--- src/rtl/sync_seq_pkg.sv ---
// Shared types and code-conversion helpers for the sequence counter.
// Helpers work on MAX_W-bit zero-extended values; callers size-cast the result.
package sync_seq_pkg;

  localparam int MAX_W = 16;

  typedef enum logic [1:0] {
    MODE_BIN  = 2'b00,
    MODE_GRAY = 2'b01,
    MODE_JOHN = 2'b10,
    MODE_RING = 2'b11
  } mode_e;

  function automatic logic [MAX_W-1:0] bin2gray(logic [MAX_W-1:0] b);
    return b ^ (b >> 1);
  endfunction

  function automatic logic [MAX_W-1:0] gray2bin(logic [MAX_W-1:0] g);
    logic [MAX_W-1:0] b;
    b[MAX_W-1] = g[MAX_W-1];
    for (int i = MAX_W-2; i >= 0; i--) b[i] = b[i+1] ^ g[i];
    return b;
  endfunction

  function automatic logic is_onehot(logic [MAX_W-1:0] v);
    return (v != '0) && ((v & (v - MAX_W'(1))) == '0);
  endfunction

  // A Johnson code has at most one boundary between its run of ones and zeros.
  function automatic logic johnson_valid(logic [MAX_W-1:0] v, int w);
    int n;
    n = 0;
    for (int i = 0; i < MAX_W-1; i++)
      if ((i < w-1) && (v[i] != v[i+1])) n++;
    return n <= 1;
  endfunction

endpackage

--- src/rtl/seq_next_state.sv ---
// Combinational successor and last-state detect for the selected code.
// Illegal codes recover to the mode's seed and never report last.
module seq_next_state
  import sync_seq_pkg::*;
#(
  parameter int WIDTH   = 3,
  parameter int MODULUS = 8
) (
  input  logic [WIDTH-1:0] q,
  input  mode_e            mode_q,
  input  logic             dir,
  output logic [WIDTH-1:0] nxt_q,
  output logic             is_last
);

  localparam logic [WIDTH-1:0] MOD_MAX = WIDTH'(MODULUS - 1);
  localparam logic [WIDTH:0]   MOD_EXT = (WIDTH+1)'(MODULUS);
  localparam logic [WIDTH-1:0] HI_BIT  = {1'b1, {(WIDTH-1){1'b0}}};
  localparam logic [WIDTH-1:0] LO_BIT  = WIDTH'(1);

  logic             bin_over;
  logic [WIDTH-1:0] gray_bin;
  logic [WIDTH-1:0] gray_step;
  logic             john_ok;
  logic             ring_ok;

  assign bin_over  = {1'b0, q} >= MOD_EXT;
  assign gray_bin  = WIDTH'(gray2bin(MAX_W'(q)));
  assign gray_step = dir ? gray_bin + WIDTH'(1) : gray_bin - WIDTH'(1);
  assign john_ok   = johnson_valid(MAX_W'(q), WIDTH);
  assign ring_ok   = is_onehot(MAX_W'(q));

  always_comb begin
    nxt_q   = '0;
    is_last = 1'b0;
    case (mode_q)
      MODE_BIN: begin
        if (bin_over)  nxt_q = '0;
        else if (dir)  nxt_q = (q == MOD_MAX) ? '0 : q + WIDTH'(1);
        else           nxt_q = (q == '0) ? MOD_MAX : q - WIDTH'(1);
        is_last = !bin_over && (q == (dir ? MOD_MAX : '0));
      end
      MODE_GRAY: begin
        nxt_q   = WIDTH'(bin2gray(MAX_W'(gray_step)));
        is_last = (q == (dir ? HI_BIT : '0));
      end
      MODE_JOHN: begin
        if (!john_ok) nxt_q = '0;
        else if (dir) nxt_q = {q[WIDTH-2:0], ~q[WIDTH-1]};
        else          nxt_q = {~q[0], q[WIDTH-1:1]};
        is_last = john_ok && (q == (dir ? HI_BIT : LO_BIT));
      end
      MODE_RING: begin
        if (!ring_ok) nxt_q = LO_BIT;
        else if (dir) nxt_q = {q[WIDTH-2:0], q[WIDTH-1]};
        else          nxt_q = {q[0], q[WIDTH-1:1]};
        is_last = ring_ok && (q == (dir ? HI_BIT : LO_BIT));
      end
      default: begin
        nxt_q   = '0;
        is_last = 1'b0;
      end
    endcase
  end

endmodule

--- src/rtl/sync_seq_counter.sv ---
// Runtime-selectable binary/Gray/Johnson/ring counter with load and terminal count.
// Top holds the state registers, the load > resync > count priority, and tc gating.
module sync_seq_counter
  import sync_seq_pkg::*;
#(
  parameter int WIDTH   = 3,
  parameter int MODULUS = 8
) (
  input  logic             clk,
  input  logic             clear,
  input  logic             en,
  input  logic             dir,
  input  logic [1:0]       mode,
  input  logic             load,
  input  logic [WIDTH-1:0] load_val,
  output logic [WIDTH-1:0] q,
  output logic             tc
);

  if (WIDTH < 2 || WIDTH > MAX_W) begin : g_bad_width
    $error("sync_seq_counter: WIDTH must be in 2..16");
  end
  if (MODULUS < 2 || MODULUS > (1 << WIDTH)) begin : g_bad_mod
    $error("sync_seq_counter: MODULUS must be in 2..2**WIDTH");
  end

  mode_e            mode_in;
  mode_e            mode_q;
  logic             mode_chg;
  logic [WIDTH-1:0] nxt_q;
  logic [WIDTH-1:0] seed;
  logic             is_last;

  assign mode_in  = mode_e'(mode);
  assign mode_chg = (mode_in != mode_q);
  assign seed     = (mode_in == MODE_RING) ? WIDTH'(1) : '0;

  seq_next_state #(
    .WIDTH   (WIDTH),
    .MODULUS (MODULUS)
  ) u_next (
    .q       (q),
    .mode_q  (mode_q),
    .dir     (dir),
    .nxt_q   (nxt_q),
    .is_last (is_last)
  );

  always_ff @(posedge clk or negedge clear) begin
    if (!clear) begin
      q      <= '0;
      mode_q <= MODE_BIN;
    end else if (load) begin
      q      <= load_val;
      mode_q <= mode_in;
    end else if (mode_chg) begin
      // Switching codes restarts from the new mode's seed; en is ignored.
      q      <= seed;
      mode_q <= mode_in;
    end else if (en) begin
      q      <= nxt_q;
    end
  end

  assign tc = en && !mode_chg && !load && is_last;

endmodule
--- config.mk ---
export PLATFORM = sky130hd
export DESIGN_NAME = sync_seq_counter
export DESIGN_NICKNAME = d
export VERILOG_FILES = /design/src/rtl/sync_seq_pkg.sv /design/src/rtl/seq_next_state.sv /design/src/rtl/sync_seq_counter.sv
export SDC_FILE = /design/constraint.sdc
export NUM_CORES = 1
export LEC_CHECK = 0
export ABC_AREA = 1
export CORE_ASPECT_RATIO = 0.75
export CORE_UTILIZATION = 30
export CTS_CLUSTER_SIZE = 30
export DETAILED_ROUTE_END_ITERATION = 12
export PLACE_DENSITY = 0.54
export SYNTH_ARGS = -nofsm -noshare
export SYNTH_HDL_FRONTEND = slang
export SYNTH_HIERARCHICAL = 1
export SYNTH_SLANG_ARGS = --single-unit
export TNS_END_PERCENT = 20
--- constraint.sdc ---
create_clock -name clk -period 3.3 [get_ports clk]
set_input_delay 0.495 -clock clk [delete_from_list [all_inputs] [get_ports clk]]
set_output_delay 0.495 -clock clk [all_outputs]
set_load 0.01 [all_outputs]
# Word-level counts from Yosys, hierarchy flattened
# Cells that the tools add are included.
word_totals:
  regBits: 5
  latchBits: 0
  ram_bits: 0
  rom_bits: 0
  input_bits: 10
  mem_count: 0
op_classes:
  n_addsub: 6
  mul: 0
  div: 0
  order_cmp: 1
  eq_ne: 11
  shift: 0
  n_mux: 21
  n_bitwise: 6
  n_reduce_logical: 14
ops:
  columns: ["op", "count"]
  rows:
  - ["two-way mux 3 bit", 14]
  - ["less-or-equal comparator 32 x 2 -> 1 bit, second input constant", 1]
  - ["two-way mux 32 bit", 1]
  - ["bitwise AND 3 x 16 -> 16 bit", 1]
  - ["logical NOT 16 bit", 1]
  - ["case mux 3 bit (4 select lines)", 1]
  - ["equality test 3 bit", 3]
  - ["adder 3 x 1 -> 3 bit, second input constant", 2]
  - ["equality test 2 bit, second input constant", 3]
  - ["logical AND 1 bit", 6]
  - ["nonzero test 3 bit", 2]
  - ["subtractor 3 x 1 -> 3 bit, second input constant", 2]
  - ["two-way mux 2 bit", 2]
  - ["case mux 1 bit (4 select lines)", 1]
  - ["subtractor 3 x 1 -> 4 bit, second input constant", 1]
  - ["equality test 3 bit, second input constant", 1]
  - ["logical NOT 3 bit", 1]
  - ["bitwise XOR 3 x 2 -> 3 bit", 1]
  - ["adder 1 x 1 -> 2 bit, second input constant", 1]
  - ["equality test 2 x 1 -> 1 bit, second input constant", 1]
  - ["logical NOT 1 bit", 2]
  - ["logical NOT 2 bit", 1]
  - ["two-way mux 1 bit", 2]
  - ["inequality test 1 bit", 2]
  - ["other kinds (4)", 6]

# Longest topological paths before layout
# Gate-level depths: netlist of the first run.
depth:
  word_depth: 10
  mapped_depth: 15

# Modules after synthesis
# Netlist of the first run, hierarchy kept.
by_module_without_submodules:
  columns: ["module", "instances", "cells_each", "area_each_um2", "seq_area_each_um2"]
  rows:
  - ["seq_next_state", 1, 86, 467.9, 0.0]
  - ["sync_seq_counter", 1, 46, 307.8, 125.1]

# Worst setup path before layout of the first run
# Ideal clock, no wire load.
synth_path:
  kind: "register to output"
  from: "reg q[0]"
  to: "out tc"
  t_arrival_ns: 1.541
  setup_slack_ns: 1.264
  stages_incl_launch_ff: 12
  path_buffers: 1
  path_cell_list: "dfrtp_1 buf_6 inv_4 ha_1 inv_1 ha_1 nor2_1 nand2_2 nand2_1 nand4_1 nand2_1 and3_1"
synth_between:
  elab_chain_cells: 8
synth_lines:
  columns: ["element", "line_no", "source"]
  rows:
  - ["start: declaration", "sync_seq_counter.sv:16", "output logic [WIDTH-1:0] q,"]
  - ["start signal: assignment", "sync_seq_counter.sv:54", "q <= load_val;"]
  - ["start signal: assignment", "sync_seq_counter.sv:61", "q <= nxt_q;"]
  - ["inequality test 1 bit", "sync_seq_pkg.sv:34", "if ((i < w-1) && (v[i] != v[i+1])) n++;"]
  - ["two-way mux 1 bit", "sync_seq_pkg.sv:34", null]
  - ["adder 1 x 1 -> 2 bit", "sync_seq_pkg.sv:34", null]
  - ["two-way mux 32 bit", "sync_seq_pkg.sv:34", null]
  - ["less-or-equal comparator 32 x 2 -> 1 bit", "sync_seq_pkg.sv:35", "return n <= 1;"]
  - ["logical AND 1 bit", "seq_next_state.sv:51", "is_last = john_ok && (q == (dir ? HI_BIT : LO_BIT));"]
  - ["case mux 1 bit (4 select lines) (*)", "seq_next_state.sv:36", "case (mode_q)"]
  - ["net is_last", "sync_seq_counter.sv:32", "logic is_last;"]
  - ["logical AND 1 bit (*)", "sync_seq_counter.sv:65", "assign tc = en && !mode_chg && !load && is_last;"]
  - ["end: declaration", "sync_seq_counter.sv:17", "output logic tc"]
# The timed path passes the listed nets; every way through them passes the cells marked *.

# Worst setup path in the final report of the first run
layout_path:
  from: "in dir"
  to: "out tc"
layout_between:
  elab_chain_cells: 5
layout_lines:
  columns: ["element", "line_no", "source"]
  rows:
  - ["start: declaration", "sync_seq_counter.sv:12", "input logic dir,"]
  - ["two-way mux 3 bit", "seq_next_state.sv:51, seq_next_state.sv:57", null]
  - ["equality test 3 bit", "seq_next_state.sv:51, seq_next_state.sv:57", null]
  - ["logical AND 1 bit (on tied branches)", "seq_next_state.sv:57, seq_next_state.sv:51", null]
  - ["case mux 1 bit (4 select lines) (*)", "seq_next_state.sv:36", null]
  - ["net is_last", "sync_seq_counter.sv:32", null]
  - ["logical AND 1 bit (*)", "sync_seq_counter.sv:65", null]
# Marked as above.

==> impl_metrics.yaml, run 1 <==
critical_path:
  arrival_ns: 2.48
  worstPathRequired_ns: 2.80
  reg2reg_depth: 10
  critPathCapture: "tc"
  r2r-start: "q[0]"
  crit_path_end_kind: "output port"
  rr_endpoint: "q[2]"
  critPathLaunchType: "primary input"
  path_max_fanout: 12
  r2r_slack_ns: 1.50
  startpoint: "dir"
  path_class: "primary input to output port"
routing:
  vias: 870
  routed_via_density: 4.81
  wl_per_cell_um: 11.8
  ant_nets: 0
  drt_first_pass_iters: 4
  wirelength_um: 2130
  drt_iter0_markers: 72
  drc: 0
run_status:
  outcome: "finished clean"
floorplan:
  coreArea_um2: 2360
  dieHeight_um: 46.0
  die_area_um2: 2800
  rows: 15
  fp.dieW_um: 60.7
  io_pins: 14
  initial_core_util_pct: 32.8
sta:
  slew_viol_final: 0
  final.setup.tns_ns: 0
  period_share_pct: 90.3
  finalHoldViolations: 0
  rsz0062_at_grt: "no"
  worst_pin_slew_ns: 0.496
  finalClockSkew_ns: 0.000161
  setup_viol: 0
  slew_headroom_pct: 66.8
  max_freq_ghz: 0.336
  period_needed_ns: 2.98
layout:
  multi_input_area_um2: 544
  n_fill_cell: 270
  drive_above_1_share_pct: 17.7
  syn_to_final_growth_pct: 23.7
  seq_area_um2: 125
  diodes: 0
  final_nets: 164
clock_network:
  clock-root-buffer: "clkbuf_4"
  post_cts_resized: 0
  htree_levels: 1
  cts_made_buffers: 3
  clk_pin_slew_ns: 0.04
  clkSinkCount: 5
  clk_path_buf_depth: 2
  cts_tree: "done"
  holdBufCountCts: 0
  clk_latency_ns: 0.24
  cts_setup_buffers: 0
yosys:
  synth_area_leaders: "nand2_1 (21%), dfrtp_1 (16%), ha_1 (9.7%), nand3_1 (9.7%), nand2_2 (7.3%)"
  ys_seq_area_share_pct: 16.1
  synthCells: 132
  yosysTopAreaCellShare_pct: 21.3
  synth_fp_nets: 148
  synth-warning-count: 6
  ys_types: 23
  synth_largest_area_cell: "nand2_1"
  synth_seq_cells: 5
  syn_area_um2: 776
  synth_area_per_cell_um2: 5.88
place:
  hpwl_um: 1700
  port_buffers: 13
  gp_congestion: 0.879
global_routing:
  grt_max_degree: 14
  antenna_found_initial: 0
  grt_usage_pct: 16.9
  grt_pass1_wl_um: 3350
  grt_pass1_vias: 728
  gr-total-overflow: 0
worst_hold_path:
  min_path_type: "primary input to asynchronous set/reset pin"
power_and_ir_drop:
  cellPowerDensity_nw_per_um2: 294
  ir_drop_uv: 82.4
  p_total_w: 0.000282
  total_leakage_power_nw: 0.504
flow_run:
  max_cap_viol_count: 0
## worst min-delay path by stage
| stage | from | to | slack [ns] | cells after the start |
|---|---|---|---|---|
| floorplan | clear | mode_q[0] | 0.20 | 0 |
| global placement | clear | mode_q[0] | 0.73 | 1 |
| detailed placement | clear | mode_q[0] | 0.74 | 1 |
| CTS | clear | mode_q[0] | 0.47 | 1 |
| global route | clear | mode_q[0] | 0.48 | 1 |
| finish | clear | mode_q[0] | 0.47 | 1 |
## sequential cells by signal, indices dropped and copies added (netlist names)
signal and flops:
mode_q 2, q 3
## through the flow
stage	std cells	util [%]	setup slack (ns)	hold slack, ns	cell area [um^2]
after detailed placement	177	39.5	0.346	0.737	933
after floorplan	132	-	1.26	0.199	776
after global routing	181	40.6	0.195	0.476	960
after CTS	181	40.6	0.333	0.472	960
final	181	40.6	0.320	0.471	960
after global placement	177	39.5	0.411	0.732	933
## critical path, stage by stage
cell,delay (ns)
clkdlybuf4s50_1,0.66
inv_2,0.28
nand2_2,0.11
a21oi_2,0.12
nand3_1,0.07
nand2_1,0.06
and3_1,0.15
clkdlybuf4s50_1,0.53
## area by class of cell
type	instances	area share, %
Timing Repair Buffer	15	15.1
Clock buffer	4	2.74
Inverter	19	7.95
Multi-Input combinational cell	104	56.7
Sequential cell	5	13.0
Tap cell	34	4.43
## report_power, final
part	switching (W)	leakage [nW]	internal, W
clock	0.0000260	0.0150	0.0000458
combinational	0.0000822	0.429	0.0000540
sequential	0.00000765	0.0606	0.0000662
total	0.000116	0.504	0.000166
## layer usage
| layer | global-route usage [%] | share of wire, % | vias up |
|---|---|---|---|
| li1 | - | - | 452 |
| met1 | 25.0 | 48 | 376 |
| met2 | 24.6 | 44 | 42 |
| met3 | 4.26 | 7.9 | 0 |
| met4 | 2.73 | 0 | 0 |
| met5 | 0 | 0 | - |
## cell families (layout without fill, tap and decap cells)
| logic type | Yosys count | after routing | share of synthesized area, % |
|---|---|---|---|
| compound gates | 10 | 10 | 7.74 |
| simple gates | 88 | 88 | 52.7 |
| buf+inv | 23 | 38 | 13.7 |
| flops | 5 | 5 | 16.1 |
| fa+ha+maj | 6 | 6 | 9.68 |
## cells in the final DEF (no fill, tap or decap), drive strengths merged
cell           instances
a21oi                  4
clkdlybuf4s50         13
nand3b                 1
ha                     6
and3                   1
o21a                   1
o21ai                  5
or2                    1
nand2                 53
buf                    2
nor2                  10
clkbuf                 4
nand3                 16
inv                   19
dfrtp                  5
nand4                  6
## synthesized netlist by cell type
library cell	count
ha_1	6
o21a_1	1
inv_4	2
nand3b_1	1
inv_1	11
nand4_1	6
a21oi_1	3
nor2_4	1
clkbuf_1	2
nor2_1	9
o21ai_0	2
buf_6	2
nand3_1	15
or2_0	1
nand3_2	1
dfrtp_1	5
o21ai_2	1
nand2_1	44
and3_1	1
nand2_2	9
inv_2	6
a21oi_2	1
o21ai_1	2
No activity file was read; power rests on OpenSTA's default activity.
==> inputs of run 2 (changes only) <==
Settings changed: CORE_MARGIN from default to 4, PLACE_DENSITY 0.54 to default, TNS_END_PERCENT 20 to 10.
==> run 2 against run 1 <==
Net effect:
- flip-flop and latch count is the same
- clock power grew 2%
- final cell count shrank 0.55%
- via count grew 1.0%
- utilization shrank 0.63 points
- non-clock buffer count shrank 1
- sequential share of layout area grew 0.10 points
- clock skew grew 0.0058 ns
- register-to-register slack lost 0.10 ns
- worst setup slack gained 0.018 ns
==> impl_metrics.yaml, run 2 (synthesis results as in run 1) <==
critical_path:
  arrival_ns: 2.47
  rr_endpoint: "q[0]"
  path_max_fanout: 12
  critPathCapture: "tc"
  reg2reg_depth: 14
  path_class: "primary input to output port"
  crit_path_end_kind: "output port"
  critPathLaunchType: "primary input"
  r2r_slack_ns: 1.40
  startpoint: "dir"
  r2r-start: "q[1]"
  worstPathRequired_ns: 2.80
routing:
  drt_first_pass_iters: 4
  wl_met3_um: 201
  drc: 0
  wl_met2_um: 821
  met1_length_um: 1010
  drt_iter0_markers: 51
  wirelength_um: 2040
  vias: 879
  routed_via_density: 4.88
  wl_per_cell_um: 11.3
  maxUsedRoutingLayer: "met3"
  ant_nets: 0
clock_network:
  clk_path_buf_depth: 2
  clk_pin_slew_ns: 0.05
  cts_tree: "done"
  post_cts_resized: 0
  clock-root-buffer: "clkbuf_4"
  cts_setup_buffers: 0
  cts_made_buffers: 3
  clk_latency_ns: 0.25
  clkSinkCount: 5
  htree_levels: 1
  holdBufCountCts: 0
place:
  dp.cells: 176
  pre_cts_slack_ns: 0.366
  gp_congestion: 0.940
  port_buffers: 13
  hpwl_um: 1680
sta:
  worst_pin_slew_ns: 0.486
  slew_viol_final: 0
  worst_slack_ns: 0.338
  period_needed_ns: 2.96
  slew_headroom_pct: 67.5
  final.setup.tns_ns: 0
  finalClockSkew_ns: 0.00593
  rsz0062_at_grt: "no"
  setup_viol: 0
  finalHoldViolations: 0
  max_freq_ghz: 0.338
  period_share_pct: 89.7
run_status:
  outcome: "finished clean"
layout:
  largest_reg_flops: 3
  mostFrequentLayoutCells: "nand2_1 (44), nand3_1 (15), clkdlybuf4s50_1 (13)"
  layout_commonest_cell: "nand2_1"
  seq_area_um2: 125
  diodes: 0
  biggestRegsByFlops: "q (3), mode_q (2)"
  final_nets: 163
  n_fill_cell: 259
  syn_to_final_growth_pct: 22.7
  final_cells: 180
  multi_input_area_um2: 544
  drive_above_1_share_pct: 17.1
  top_register: "q"
floorplan:
  rows: 15
  dieHeight_um: 52.0
  coreArea_um2: 2380
  die_area_um2: 3470
  io_pins: 14
  initial_core_util_pct: 32.5
  fp.dieW_um: 66.7
global_routing:
  antenna_found_initial: 0
  grt_pass1_vias: 756
  gr-total-overflow: 0
  grt_pass1_wl_um: 3430
  grt_usage_pct: 13.0
  grt_max_degree: 14
power_and_ir_drop:
  ir_drop_uv: 107
  total_leakage_power_nw: 0.499
  cellPowerDensity_nw_per_um2: 293
worst_hold_path:
  min_path_type: "primary input to asynchronous set/reset pin"
flow_run:
  max_cap_viol_count: 0
[run 2: critical path: stages]
cell             delay [ns]
clkdlybuf4s50_1        0.66
inv_2                  0.26
nand2_2                0.10
a21oi_2                0.13
nand3_1                0.08
nand2_1                0.06
and3_1                 0.15
clkdlybuf4s50_1        0.53
[run 2: stage by stage]
stage	power (W)	hold slack (ns)	cell area, um^2	utilization (%)
floorplan	0.000166	0.199	776	-
global placement	0.000207	0.701	926	38.8
detailed placement	0.000205	0.700	926	38.8
CTS	0.000282	0.479	952	39.9
global route	0.000310	0.478	952	39.9
finish	0.000279	0.478	952	39.9
[run 2: metal layers]
metal  track usage (%)  vias up
li1                  -      448
met1              19.7      394
met2              16.1       37
met3              5.40        0
met4              3.38        0
met5                 0        -
[run 2: how the worst min path moves through the flow]
stage / from / end / slack, ns / cells past startpoint
6_report: clear / mode_q[1] / 0.48 / 1
4_1_cts: clear / mode_q[1] / 0.48 / 1
3_3_place_gp: q[1] / q[1] / 0.70 / 2
5_1_grt: clear / mode_q[1] / 0.48 / 1
3_5_place_dp: q[1] / q[1] / 0.70 / 2
2_1_floorplan: clear / mode_q[0] / 0.20 / 0
[run 2: layout make-up]
| cell class | instances | area share [%] |
|---|---|---|
| multi-input cells | 104 | 57.2 |
| inverters | 19 | 8.02 |
| well taps | 34 | 4.47 |
| flip-flops and latches | 5 | 13.1 |
| repair buffers | 14 | 14.5 |
| clock buffers | 4 | 2.76 |
[run 2: power breakdown]
| group | leakage (nW) | switching (W) | internal [W] |
|---|---|---|---|
| sequential | 0.0606 | 0.00000953 | 0.0000661 |
| combinational | 0.424 | 0.0000772 | 0.0000529 |
| clock | 0.0150 | 0.0000276 | 0.0000459 |
| total | 0.499 | 0.000114 | 0.000165 |
==> inputs of run 3 (changes only) <==
Clock period 3.3 ns to 2.75 ns, I/O delays scaled along.
==> run 3 against run 2 <==
Net effect:
- non-clock buffer count increased by 4
- largest power group unchanged
- critical path type is now register to output port
- clock power increased by 13%
- routed wire length decreased by 1.8%
- worst hold slack got worse by 0.072 ns
- total power increased by 20%
- combinational power increased by 26%
==> impl_metrics.yaml, run 3 (synthesis results as in run 1) <==
sta:
  slew_headroom_pct: 78.2
  max_freq_ghz: 0.381
  final.setup.tns_ns: 0
  setup_viol: 0
  rsz0062_at_grt: "no"
  period_share_pct: 95.5
  slew_viol_final: 0
  worst_pin_slew_ns: 0.327
  finalClockSkew_ns: 0.00176
  period_needed_ns: 2.63
  finalHoldViolations: 0
routing:
  drt_iter0_markers: 46
  wl_per_cell_um: 10.9
  routed_via_density: 4.57
  drc: 0
  vias: 840
  drt_first_pass_iters: 4
  ant_nets: 0
  wirelength_um: 2000
layout:
  syn_to_final_growth_pct: 26.6
  drive_above_1_share_pct: 19.3
  biggestRegsByFlops: "q (3), mode_q (2)"
  diodes: 0
  n_fill_cell: 266
  final_nets: 167
  utilization_pct: 41.2
  top_register: "q"
  layout_commonest_cell: "nand2_1"
  mostFrequentLayoutCells: "nand2_1 (44), nand3_1 (15), clkdlybuf4s50_1 (13)"
  largest_reg_flops: 3
floorplan:
  io_pins: 14
  die_area_um2: 3470
  coreArea_um2: 2380
  initial_core_util_pct: 32.5
  dieHeight_um: 52.0
  fp.dieW_um: 66.7
  rows: 15
critical_path:
  crit_slowest_cell: "clkdlybuf4s50_1"
  rr_endpoint: "q[2]"
  crit_path_end_kind: "output port"
  arrival_ns: 2.21
  r2r-start: "q[0]"
  cp_cell_sequence: "inv_4, ha_1, inv_1, ha_1, nor2_1, nand2_2, nand2_1, nand4_1, nand2_1, and3_1, clkdlybuf4s50_1"
  worstPathRequired_ns: 2.34
  cpPeakStageDelay_ns: 0.53
  r2r_slack_ns: 1.02
  path_max_fanout: 4
  reg2reg_depth: 10
  path_class: "register to output port"
  critPathLaunchType: "register"
clock_network:
  cts_tree: "done"
  clk_latency_ns: 0.24
  clk_path_buf_depth: 2
  post_cts_resized: 0
  holdBufCountCts: 0
  htree_levels: 1
  clk_pin_slew_ns: 0.04
  cts_made_buffers: 3
  clock-root-buffer: "clkbuf_4"
  cts_setup_buffers: 0
  clkSinkCount: 5
power_and_ir_drop:
  intPower_w: 0.000202
  ir_drop_uv: 216
  pwr-share-seq_pct: 26.3
  p_sw_w: 0.000133
  clkPwrFrac_pct: 24.7
  total_leakage_power_nw: 0.518
  cellPowerDensity_nw_per_um2: 341
  comb_power_share_pct: 48.9
  swShare_pct: 39.7
global_routing:
  met2_usage_pct: 17.6
  grt_pass1_wl_um: 3240
  grt_use_met3_pct: 3.46
  grt-busiest-layer: "met1"
  grt_usage_pct: 12.0
  grt_max_degree: 14
  gr-total-overflow: 0
  antenna_found_initial: 0
  grt_pass1_vias: 726
  use_met1_pct: 18.1
place:
  gp_congestion: 0.916
  port_buffers: 13
  hpwl_um: 1700
worst_hold_path:
  min_path_type: "primary input to asynchronous set/reset pin"
flow_run:
  max_cap_viol_count: 0
run_status:
  outcome: "finished clean"
run 3: cell count changes in the layout (fill, tap and decap cells not counted):
cell   change
buf_4      +4
run 3: cell type report:
class	instances	area [um^2]	share of cell area, %
inverter	19	76.3	7.77
tap	34	42.5	4.33
multi-input combinational	104	544	55.4
clock buffer	4	26.3	2.68
timing repair buffer	18	168	17.1
sequential	5	125	12.7
run 3: worst max-delay path: cells and delay by family, from the launching register on:
kind | cells | cell delay, ns
flops | 1 | 0.40
buf+inv | 3 | 0.66
simple gates | 6 | 0.62
fa+ha+maj | 2 | 0.30
run 3: layer usage:
| layer | vias up | share of wire, % |
|---|---|---|
| met5 | - | 0 |
| met4 | 0 | 0 |
| met3 | 0 | 5.8 |
| met2 | 20 | 39 |
| met1 | 360 | 55 |
| li1 | 460 | - |
run 3: how the worst max path moves through the flow:
stage / from / endpoint / slack [ns] / cells after the start
final: q[0] / tc / 0.12 / 11
after floorplan: q[0] / tc / 0.80 / 11
after detailed placement: dir / tc / 0.21 / 7
after global placement: dir / tc / 0.23 / 7
after CTS: q[0] / tc / 0.11 / 11
after global routing: q[0] / tc / 0.02 / 11
run 3: power by group through the flow:
stage / clock [W] / sequential, W / combinational, W
after global routing: 0.0000956 / 0.0000890 / 0.000183
final: 0.0000829 / 0.0000883 / 0.000164
after global placement: 0 / 0.0000893 / 0.000162
after CTS: 0.0000872 / 0.0000884 / 0.000164
after detailed placement: 0 / 0.0000897 / 0.000163
after floorplan: 0 / 0.0000914 / 0.000107
run 3: through the flow:
step	area [um^2]	hold WS (ns)	setup WS, ns	power (W)	std cells
detailed placement	956	0.666	0.207	0.000252	180
CTS	982	0.404	0.110	0.000339	184
finish	982	0.406	0.123	0.000335	184
global placement	956	0.663	0.226	0.000252	180
floorplan	776	0.117	0.797	0.000199	132
global route	982	0.418	0.0179	0.000368	184
